$ cat config.mk
export PLATFORM = sky130hd
export DESIGN_NAME = bcd_counter_99
export DESIGN_NICKNAME = d
export VERILOG_FILES = /design/src/rtl/bcd_counter_99.sv
export SDC_FILE = /design/constraint.sdc
export NUM_CORES = 1
export LEC_CHECK = 0
export ABC_AREA = 1
export ABC_CLOCK_PERIOD_IN_PS = 3400
export BUFFER_PORTS_ARGS = -buffer_cell sky130_fd_sc_hd__buf_2
export CELL_PAD_IN_SITES_DETAIL_PLACEMENT = 0
export CELL_PAD_IN_SITES_GLOBAL_PLACEMENT = 1
export CORE_UTILIZATION = 46
export DETAILED_ROUTE_END_ITERATION = 8
export GPL_TIMING_DRIVEN = 0
export PLACE_DENSITY = 0.83
export SKIP_LAST_GASP = 1
export SLEW_MARGIN = 15
export SYNTH_ARGS = -nofsm -noshare
export SYNTH_HDL_FRONTEND = slang
export SYNTH_SLANG_ARGS = --single-unit
export TNS_END_PERCENT = 50
$ cat constraint.sdc
create_clock -name clk -period 3.4 [get_ports clk]
set_input_delay 0.51 -clock clk [delete_from_list [all_inputs] [get_ports clk]]
set_output_delay 0.51 -clock clk [all_outputs]
set_load 0.02 [all_outputs]
$ cat src/rtl/bcd_counter_99.sv
// Two-digit BCD up/down counter (00-99) with a step prescaler and a free-running
// display-refresh toggle that selects the digit on the multiplexed display.
module bcd_counter_99 #(
    parameter int TICK_DIV    = 100_000_000,
    parameter int REFRESH_DIV = 100_000
) (
    input  logic       clk,
    input  logic       rst_n,
    input  logic       en,
    input  logic       up_dn,
    input  logic       clear,
    input  logic       load,
    input  logic [3:0] load_tens,
    input  logic [3:0] load_ones,
    output logic [3:0] digit1,
    output logic [3:0] digit2,
    output logic       refreshcounter,
    output logic       wrap
);
    localparam int PW = $clog2(TICK_DIV);
    localparam int RW = $clog2(REFRESH_DIV + 1);
    localparam logic [PW-1:0] P_LAST = PW'(TICK_DIV - 1);
    localparam logic [RW-1:0] R_LAST = RW'(REFRESH_DIV - 1);

    logic [PW-1:0] presc;
    logic [RW-1:0] rdiv;
    logic [3:0]    nxt_ones, nxt_tens, ld_ones, ld_tens;
    logic          step, at_end;

    assign step    = en && (presc == P_LAST);
    assign ld_ones = (load_ones > 4'd9) ? 4'd9 : load_ones;
    assign ld_tens = (load_tens > 4'd9) ? 4'd9 : load_tens;

    // Any digit >= 9 is treated as the carry/borrow point so no path exceeds 9.
    always_comb begin
        nxt_ones = digit1;
        nxt_tens = digit2;
        at_end   = 1'b0;
        if (up_dn) begin
            if (digit1 >= 4'd9) begin
                nxt_ones = 4'd0;
                if (digit2 >= 4'd9) begin
                    nxt_tens = 4'd0;
                    at_end   = 1'b1;
                end else begin
                    nxt_tens = digit2 + 4'd1;
                end
            end else begin
                nxt_ones = digit1 + 4'd1;
            end
        end else begin
            if (digit1 == 4'd0) begin
                nxt_ones = 4'd9;
                if (digit2 == 4'd0) begin
                    nxt_tens = 4'd9;
                    at_end   = 1'b1;
                end else begin
                    nxt_tens = digit2 - 4'd1;
                end
            end else begin
                nxt_ones = digit1 - 4'd1;
            end
        end
    end

    always_ff @(posedge clk) begin
        if (!rst_n) begin
            presc  <= '0;
            digit1 <= 4'd0;
            digit2 <= 4'd0;
            wrap   <= 1'b0;
        end else if (clear) begin
            presc  <= '0;
            digit1 <= 4'd0;
            digit2 <= 4'd0;
            wrap   <= 1'b0;
        end else if (load) begin
            presc  <= '0;
            digit1 <= ld_ones;
            digit2 <= ld_tens;
            wrap   <= 1'b0;
        end else begin
            wrap <= step && at_end;
            if (en)
                presc <= (presc == P_LAST) ? '0 : presc + PW'(1);
            if (step) begin
                digit1 <= nxt_ones;
                digit2 <= nxt_tens;
            end
        end
    end

    // Refresh divider runs regardless of en/clear/load.
    always_ff @(posedge clk) begin
        if (!rst_n) begin
            rdiv           <= '0;
            refreshcounter <= 1'b0;
        end else if (rdiv == R_LAST) begin
            rdiv           <= '0;
            refreshcounter <= ~refreshcounter;
        end else begin
            rdiv <= rdiv + RW'(1);
        end
    end
endmodule

## Word level (Yosys, flattened, before mapping)

Index checks and enable logic that the tools add are counted.

- Output and inout bits: 10
- Logic and storage cells: 51
- Bits of input ports: 14
- Register bits: 54

- Bitwise operators: 2
- Eq/ne operators: 3
- Reduce and logical (&&, ||, !) cells: 10
- $lt $le $gt $ge: 4
- Add/subtract/negate cells: 6
- Multiplexer cells: 20

Operators with widths:

| cell | count |
|---|---|
| $mux 4 | 14 |
| $add 27x1->27 const B | 1 |
| $eq 27x27->1 const B | 1 |
| $mux 27 | 1 |
| $add 17x1->17 const B | 1 |
| $eq 17x17->1 const B | 1 |
| $add 4x1->4 const B | 2 |
| $ge 4x4->1 const B | 2 |
| $gt 4x4->1 const B | 2 |
| $logic_not 4->1 | 2 |
| $sub 4x1->4 const B | 2 |
| $mux 1 | 5 |
| $reduce_or 2->1 | 2 |
| $ne 3x1->1 const B | 1 |
| $reduce_and 3->1 | 1 |
| $reduce_bool 3->1 | 1 |
| $reduce_or 3->1 | 1 |
| $logic_and 1x1->1 | 2 |
| $not 1->1 | 2 |
| $reduce_bool 2->1 | 1 |

## Longest topological paths before layout

Gate-level depths: netlist of run 1.

- Depth after elaboration: 6
- Mapped depth: 11
- Mapped depth without buffers: 11

## Least setup slack after synthesis of run 1

Ideal clock, no wire load.

- Kind: register to register
- From: register digit1[1]
- To: register digit2[3]
- Arrival time: 1.588 ns
- Slack: 1.699 ns
- Library setup time: 0.113 ns
- Clock period less this slack: 1.701 ns
- Data required time: 3.287 ns
- Stages on the path, launching flop included: 12
- Buffers on the path: 1
- Path through: dfxtp_1 inv_1 ha_1 nand3b_1 nand2_1 nand2_1 and2_1 buf_4 nand2_1 nand2_1 nand2_1 nor2_1

- Word-level cells in the longest chain between the ends: 3
- Elaborated cells between the ends (all ways): 5
- Classes of those cells: order compare: 1; eq/ne: 1; reduce/logical: 3

Ends and longest elaborated chain:

| element | RTL line | source |
|---|---|---|
| start, declared | 15 | `output logic [3:0] digit1,` |
| start signal, assigned | 79 | `digit1 <= ld_ones;` |
| start signal, assigned | 87 | `digit1 <= nxt_ones;` |
| $ge 4x4->1 or $logic_not 4->1 (tied branches) | 40, 52 |  |
| $ne 3x1->1 (no source line) or $reduce_bool 3->1 (tied branches) | n/a |  |
| $reduce_and 3->1 (no source line) (*) | n/a |  |
| end signal, assigned | 80 | `digit2 <= ld_tens;` |
| end signal, assigned | 88 | `digit2 <= nxt_tens;` |
| end, declared | 16 | `output logic [3:0] digit2,` |

Every way passes the cells marked *; elsewhere a longest branch is shown, timed or not.
A chain may end at the register's enable or synchronous reset.

## Worst setup path in the final report of run 1

- From: register digit1[0]
- To: register digit2[3]

The elaborated chain is that of the path after synthesis.

==> results.py, run 1 <==
metrics = {
    "die": {
        "rows": 30,
        "io_pins": 24,
        "dieArea_sq_um": 7284,
        "fp.coreArea_sq_um": 6756,
        "die_w_microns": 85.35,
        "start_util": 0.4730,
        "die_y_microns": 85.35,
    },
    "logic_synthesis": {
        "avgSynthCellArea_sq_um": 6.644,
        "ys_seq_area_frac": 0.3383,
        "synth.top_cells.by_area": "dfxtp_1 (34%), nand2_1 (13%), nor2_1 (11%), inv_1 (6.2%), nand3_1 (6.0%)",
        "yosys.area.top_type": "dfxtp_1",
        "ys_ff_latch": 54,
        "yosysWarnings": 0,
        "syn-num-nets": 505,
        "netlist_instances": 481,
        "synth_top_area_share": 0.3383,
        "syn-cell-area_sq_um": 3196,
        "ys_types": 37,
    },
    "grt": {
        "grt_pass1_vias": 2767,
        "grt_max_degree": 18,
        "overflow": 0,
        "antenna_found_initial": 0,
        "track_usage": 0.2082,
        "grt_pass1_wl_mm": 12.27,
    },
    "critical_path": {
        "path_common_cell": "nand2_1",
        "critical_path_peak_fanout": 7,
        "path_cells": "inv_1 -> ha_1 -> nand3_1 -> nand2_1 -> and2_1 -> buf_4 -> nand2_1 -> nand2_1 -> nand2_1 -> nor2_1",
        "crit_type": "reg2reg",
        "endpoint_kind": "flop",
        "required_ps": 3610,
        "reg2reg_depth": 10,
        "worst_path_largest_cell_delay_ps": 500,
        "cp-start-kind": "flop",
        "r2r_start": "digit1[0]",
        "timing.critical_path.buf_inv": 2,
        "cp_slowest_cell": "dfxtp_1",
        "r2r_end": "digit2[3]",
        "crit_family": "simple AND/OR/NAND/NOR gates",
        "rrSetupSlack_ps": 1540,
        "arrival_ps": 2070,
    },
    "detailed_routing": {
        "wl_per_cell_microns": 11.78,
        "remaining_drc_errors": 0,
        "antenna_left": 0,
        "drtIter0Drc": 117,
        "first_pass_iters": 4,
        "detailroute.via_count": 2921,
        "viasPerCell": 4.934,
        "drt-total-wl_mm": 6.976,
    },
    "timing": {
        "hold_slack_ps": 456.6,
        "maxSlewViolCount": 0,
        "fin_crit_sh": 0.5470,
        "relSlewSlack": 0.7153,
        "tightest_slew_ps": 427.0,
        "max_freq_ghz": 0.5377,
        "finalHoldViolCount": 0,
        "final-setup-viol-count": 0,
        "finalClockSkew_ps": 7.813,
        "period_needed_ps": 1860,
        "rsz0062_at_grt": "no",
        "fin_setup_tns_ps": 0,
    },
    "clocking": {
        "cts_root_buf": "clkbuf_8",
        "cts_hold_buf": 0,
        "clockBufferDepth": 2,
        "post_cts_buffers": 0,
        "clk_latency_ps": 310,
        "cts_buffers": 5,
        "clock_sinks": 54,
        "clk_pin_slew_ps": 100,
        "cts_tree": "yes",
        "h-tree-depth": 2,
        "cts_resized": 0,
    },
    "pwr": {
        "power.share.switching": 0.2504,
        "p_int_mw": 0.9054,
        "total_power_mw": 1.208,
        "p_comb_frac": 0.098,
        "ir_worst_vdd_uv": 187.3,
        "leakagePower_nw": 1.471,
        "clkPwrFrac": 0.365,
        "p_sw_mw": 0.3024,
        "pwr_density_cell_nw_per_um2": 342.8,
        "power_frac_seq": 0.538,
    },
    "finish": {
        "drive_above_1_share": 0.1348,
        "nFillCells": 687,
        "nets": 535,
        "final_util": 0.5215,
        "n_antenna_cell": 0,
        "area_growth_pct": 10.26,
    },
    "outcome": {
        "outcome": "finished, final reports clean",
    },
    "placed_design": {
        "dp_hpwl_mm": 5.435,
        "numPortBuffers": 23,
        "gp_congestion": 0.8738,
    },
    "worst_hold_path": {
        "hold_path_depth": 3,
        "hold_path.class": "in2reg",
        "hp-start": "rst_n",
        "min_to": "refreshcounter",
    },
    "job": {
        "drv_cap": 0,
    },
}
[worst max path at each step]
stage,from,to,slack (ps),depth (start not counted)
floorplan,digit1[1],digit2[3],1700,11
global placement,digit1[0],digit2[3],1620,10
detailed placement,digit1[0],digit2[3],1570,10
CTS,digit1[0],digit2[3],1540,10
global route,digit1[0],digit2[3],1370,10
finish,digit1[0],digit2[3],1540,10
[metal layers]
| metal | vias up | track usage | wire length (microns) |
|---|---|---|---|
| met3 | 7 | 0.02626 | 168 |
| met2 | 36 | 0.3460 | 3184 |
| met4 | 0 | 0.06667 | 79 |
| met1 | 1299 | 0.2814 | 3544 |
| met5 | - | 0 | 0 |
| li1 | 1579 | - | - |
[logic make-up (layout without fill, tap and decap cells)]
group,count (synthesis),after routing,synth area share
simple gates,299,299,0.4237
buf+inv,65,96,0.08457
flops,54,54,0.3383
compound gates,33,33,0.05951
xor+xnor,20,20,0.05482
fa+ha+maj,10,10,0.03915
[layout by cell type (no fill, tap or decap), drive strengths merged, types with 13 or more instances in the layout]
cell type  count
nor3          15
o21ai         13
xor2          13
nand3         38
dfxtp         54
inv           61
a21oi         15
nor2         108
nand2        114
buf           27
[power by group through the flow]
stage	Combinational [mW]	Sequential, mW	Clock [mW]
2_1_floorplan	0.0794	0.667	0
6_report	0.118	0.649	0.441
5_1_grt	0.134	0.651	0.479
3_5_place_dp	0.118	0.664	0
4_1_cts	0.118	0.650	0.457
3_3_place_gp	0.117	0.664	0
[synthesized netlist by cell type (all sizes together)]
master / n
a211oi: 1
and3: 2
nor3: 15
xor2: 13
a21oi: 15
nor2: 108
nand2: 114
o21ai: 13
nand3b: 2
inv: 60
dfxtp: 54
or2: 2
nor4: 4
nor4b: 1
nor3b: 1
nand3: 38
ha: 10
o211ai: 2
xnor2: 7
and2: 1
clkbuf: 1
buf: 4
nand4: 11
a31oi: 2
[metrics by stage]
stage               std cells  worst slack (ps)  cell area (sq um)
finish                    592              1540               3523
CTS                       592              1539               3523
floorplan                 481              1700               3196
global placement          584              1616               3411
global route              592              1373               3523
detailed placement        584              1572               3411
[tightest hold or removal path: stages]
cell     delay [ps]
buf_2           120
nand2_1          60
nor2_1           30
[registers in the layout (all words and copies together), names as in the netlist]
name / cells
wrap: 1
digit2: 4
digit1: 4
refreshcounter: 1
presc: 27
rdiv: 17
[area by class of cell]
type                            count  area, sq um  share of cell area
Buffer                              5        45.04             0.01278
Clock buffer                        5        68.82             0.01953
Clock inverter                      3        43.79             0.01243
Inverter                           60        225.2             0.06392
Multi-Input combinational cell    362         1844              0.5234
Sequential cell                    54         1081              0.3068
Tap cell                           80        100.1             0.02841
Timing Repair Buffer               23        115.1             0.03267
Power figures use the tool's default switching activity.
==> inputs of run 2 (changes only) <==
ABC_AREA = 0   (was 1)
ABC_CLOCK_PERIOD_IN_PS = 1500   (was 3400)
CORE_UTILIZATION = 41   (was 46)
PLACE_DENSITY = 0.75   (was 0.83)
clock period = 1.5 ns   (was 3.4 ns; I/O delays follow)
==> run 2 against run 1 <==
- the run now ends with negative setup slack left
- flip-flop and latch count unchanged
- synthesized cell count is 31% lower
- critical path depth down 3
- final cell count decreased by 22%
- hold slack got worse by 250 ps
- synthesized area is 11% lower
- core utilization up 2.7 points
- non-clock buffer count is 23 higher
==> results.py, run 2 <==
metrics = {
    "clocking": {
        "clock_sinks": 54,
        "clockBufferDepth": 2,
        "clk_latency_ps": 310,
        "h-tree-depth": 2,
        "cts_root_buf": "clkbuf_8",
        "cts_hold_buf": 0,
        "cts_tree": "yes",
        "clk_pin_slew_ps": 100,
        "cts_buffers": 5,
    },
    "logic_synthesis": {
        "synth_edf_count": 0,
        "ys.flop_type": "dfxtp_1",
        "synth.top_cells.by_area": "dfxtp_1 (38%), nor2_1 (8.0%), xnor2_1 (8.0%), xor2_1 (5.2%), ha_1 (4.4%)",
        "netlist_instances": 331,
        "async_flop_share": 0,
        "avgSynthCellArea_sq_um": 8.607,
        "synth_top_area_share": 0.3794,
        "syn-cell-area_sq_um": 2849,
        "yosys.area.top_type": "dfxtp_1",
        "yosysWarnings": 0,
        "synth_commonest_cells": "nor2_1 (61), dfxtp_1 (54), xnor2_1 (26)",
        "syn-num-nets": 355,
        "ys_types": 58,
        "ys_seq_area_frac": 0.3794,
        "synth.most_common_cell": "nor2_1",
        "ys_ff_latch": 54,
    },
    "critical_path": {
        "path_cells": "inv_4 -> ha_4 -> or3b_4 -> a21oi_4 -> or2_4 -> o311a_1 -> a31o_1",
        "critical_path_peak_fanout": 4,
        "crit_type": "reg2reg",
        "worst_path_largest_cell_delay_ps": 400,
        "endpoint_kind": "flop",
        "cp_slowest_cell": "dfxtp_4",
        "required_ps": 1710,
        "cp-start-kind": "flop",
        "arrival_ps": 2000,
    },
    "job": {
        "drv_cap": 0,
    },
    "detailed_routing": {
        "drtIter0Drc": 95,
        "drt-total-wl_mm": 6.310,
        "remaining_drc_errors": 0,
        "wl_per_cell_microns": 13.66,
        "viasPerCell": 5.392,
        "detailroute.via_count": 2491,
        "antenna_left": 0,
        "first_pass_iters": 4,
    },
    "die": {
        "die_y_microns": 85.36,
        "start_util": 0.4217,
        "fp.coreArea_sq_um": 6756,
        "die_w_microns": 85.36,
        "dieArea_sq_um": 7286,
        "io_pins": 24,
        "rows": 30,
    },
    "grt": {
        "antenna_found_initial": 0,
        "grt_max_degree": 17,
        "overflow": 0,
        "grt_pass1_wl_mm": 10.65,
        "track_usage": 0.1812,
        "grt_pass1_vias": 2299,
    },
    "timing": {
        "hold_slack_ps": 203.3,
        "relSlewSlack": 0.5175,
        "period_needed_ps": 1783,
        "post-route-worst-setup-slack_ps": -283.0,
        "tightest_slew_ps": 723.8,
        "maxSlewViolCount": 0,
        "max_freq_ghz": 0.5608,
        "fin_crit_sh": 1.189,
        "rsz0062_at_grt": "yes",
        "final-setup-viol-count": 36,
        "finalHoldViolCount": 0,
        "finalClockSkew_ps": 14.14,
    },
    "worst_hold_path": {
        "hold_path.class": "in2reg",
    },
    "outcome": {
        "outcome": "complete, but fails checks",
        "failed_checks": "negative setup slack",
    },
    "finish": {
        "largest_reg_flops": 27,
        "nFillCells": 629,
        "mostFrequentLayoutCells": "nor2_1 (42), dfxtp_1 (38), xnor2_1 (25), buf_2 (24), nand2_1 (21)",
        "reg_top3": "presc (27), rdiv (17)",
        "final_common_cell": "nor2_1",
        "drive_above_1_share": 0.3455,
        "nets": 405,
        "largest_register": "presc",
        "n_antenna_cell": 0,
        "area_growth_pct": 30.08,
    },
    "placed_design": {
        "gp_congestion": 0.8297,
        "dp_hpwl_mm": 4.159,
        "numPortBuffers": 23,
    },
    "pwr": {
        "total_power_mw": 2.711,
        "pwr_density_cell_nw_per_um2": 731.6,
        "ir_worst_vdd_uv": 484.8,
        "leakagePower_nw": 1.302,
    },
}
==> run 2: routing by layer <==
metal / up-vias / GRT usage / part of all wire
li1: 1252 / - / -
met1: 1197 / 0.2488 / 0.49
met2: 35 / 0.2881 / 0.46
met3: 7 / 0.03599 / 0.033
met4: 0 / 0.05455 / 0.014
met5: - / 0 / 0
==> run 2: worst max-delay path, delay by kind of cell, from the launching register on <==
kind,cells,cell delay [ps]
flip-flops,1,400
AO/OA/AOI/OAI,3,570
adder cells (fa/ha/maj),1,150
buffers and inverters,1,50
AND/OR/NAND/NOR,2,520
==> run 2: layout make-up <==
cell class | count | area [sq um] | area share
buffer | 8 | 68.82 | 0.01857
clock buffer | 7 | 97.59 | 0.02633
clock inverter | 1 | 7.507 | 0.002026
inverter | 12 | 50.05 | 0.01350
multi-input combinational | 257 | 1942 | 0.5240
sequential | 54 | 1114 | 0.3005
tap | 80 | 100.1 | 0.02701
timing repair buffer | 43 | 326.6 | 0.08812
==> run 2: repair_timing <==
| action | 4_1_cts | 5_1_grt |
|---|---|---|
| hold endpoints to repair | 0 | 0 |
| pin swaps | 13 | 9 |
| setup endpoints to repair | 52 | 48 |
| setup buffers | 16 | 2 |
| resized for setup | 39 | 27 |
| cloned | 2 | 1 |
==> run 2: worst paths after layout <==
| kind | endpoint | cells after the start | slack [ps] | startpoint |
|---|---|---|---|---|
| max | digit2[2] | 7 | -280 | digit1[0] |
| min | refreshcounter | 2 | 200 | rst_n |
| max reg2reg | digit2[2] | 7 | -280 | digit1[0] |
| min reg2reg | rdiv[0] | 1 | 440 | rdiv[0] |
==> run 2: cell families after synthesis <==
kind of cell,count (synthesis),synth area share
muxes,3,0.01054
DFF,54,0.3794
and+or+nand+nor,163,0.3048
buffers and inverters,21,0.03206
adders and majority gates,10,0.04392
xor gates and xnor gates,43,0.1322
AOI/OAI and AO/OA,37,0.09706
==> run 2: power breakdown <==
group | total [mW] | switching, mW | internal (mW)
Combinational | 0.322 | 0.173 | 0.149
Clock | 0.925 | 0.493 | 0.432
Sequential | 1.46 | 0.0208 | 1.44
==> run 2: stage by stage <==
stage / instances / utilization / TNS, ps / setup slack [ps] / cell area [sq um]
CTS: 459 / 0.5278 / -7808 / -285.6 / 3566
detailed placement: 434 / 0.4678 / -12240 / -441.9 / 3161
finish: 462 / 0.5485 / -7569 / -283.0 / 3706
global placement: 434 / 0.4678 / -12210 / -445.2 / 3161
floorplan: 331 / - / -2904 / -234.3 / 2945
global route: 462 / 0.5485 / -12430 / -362.4 / 3706
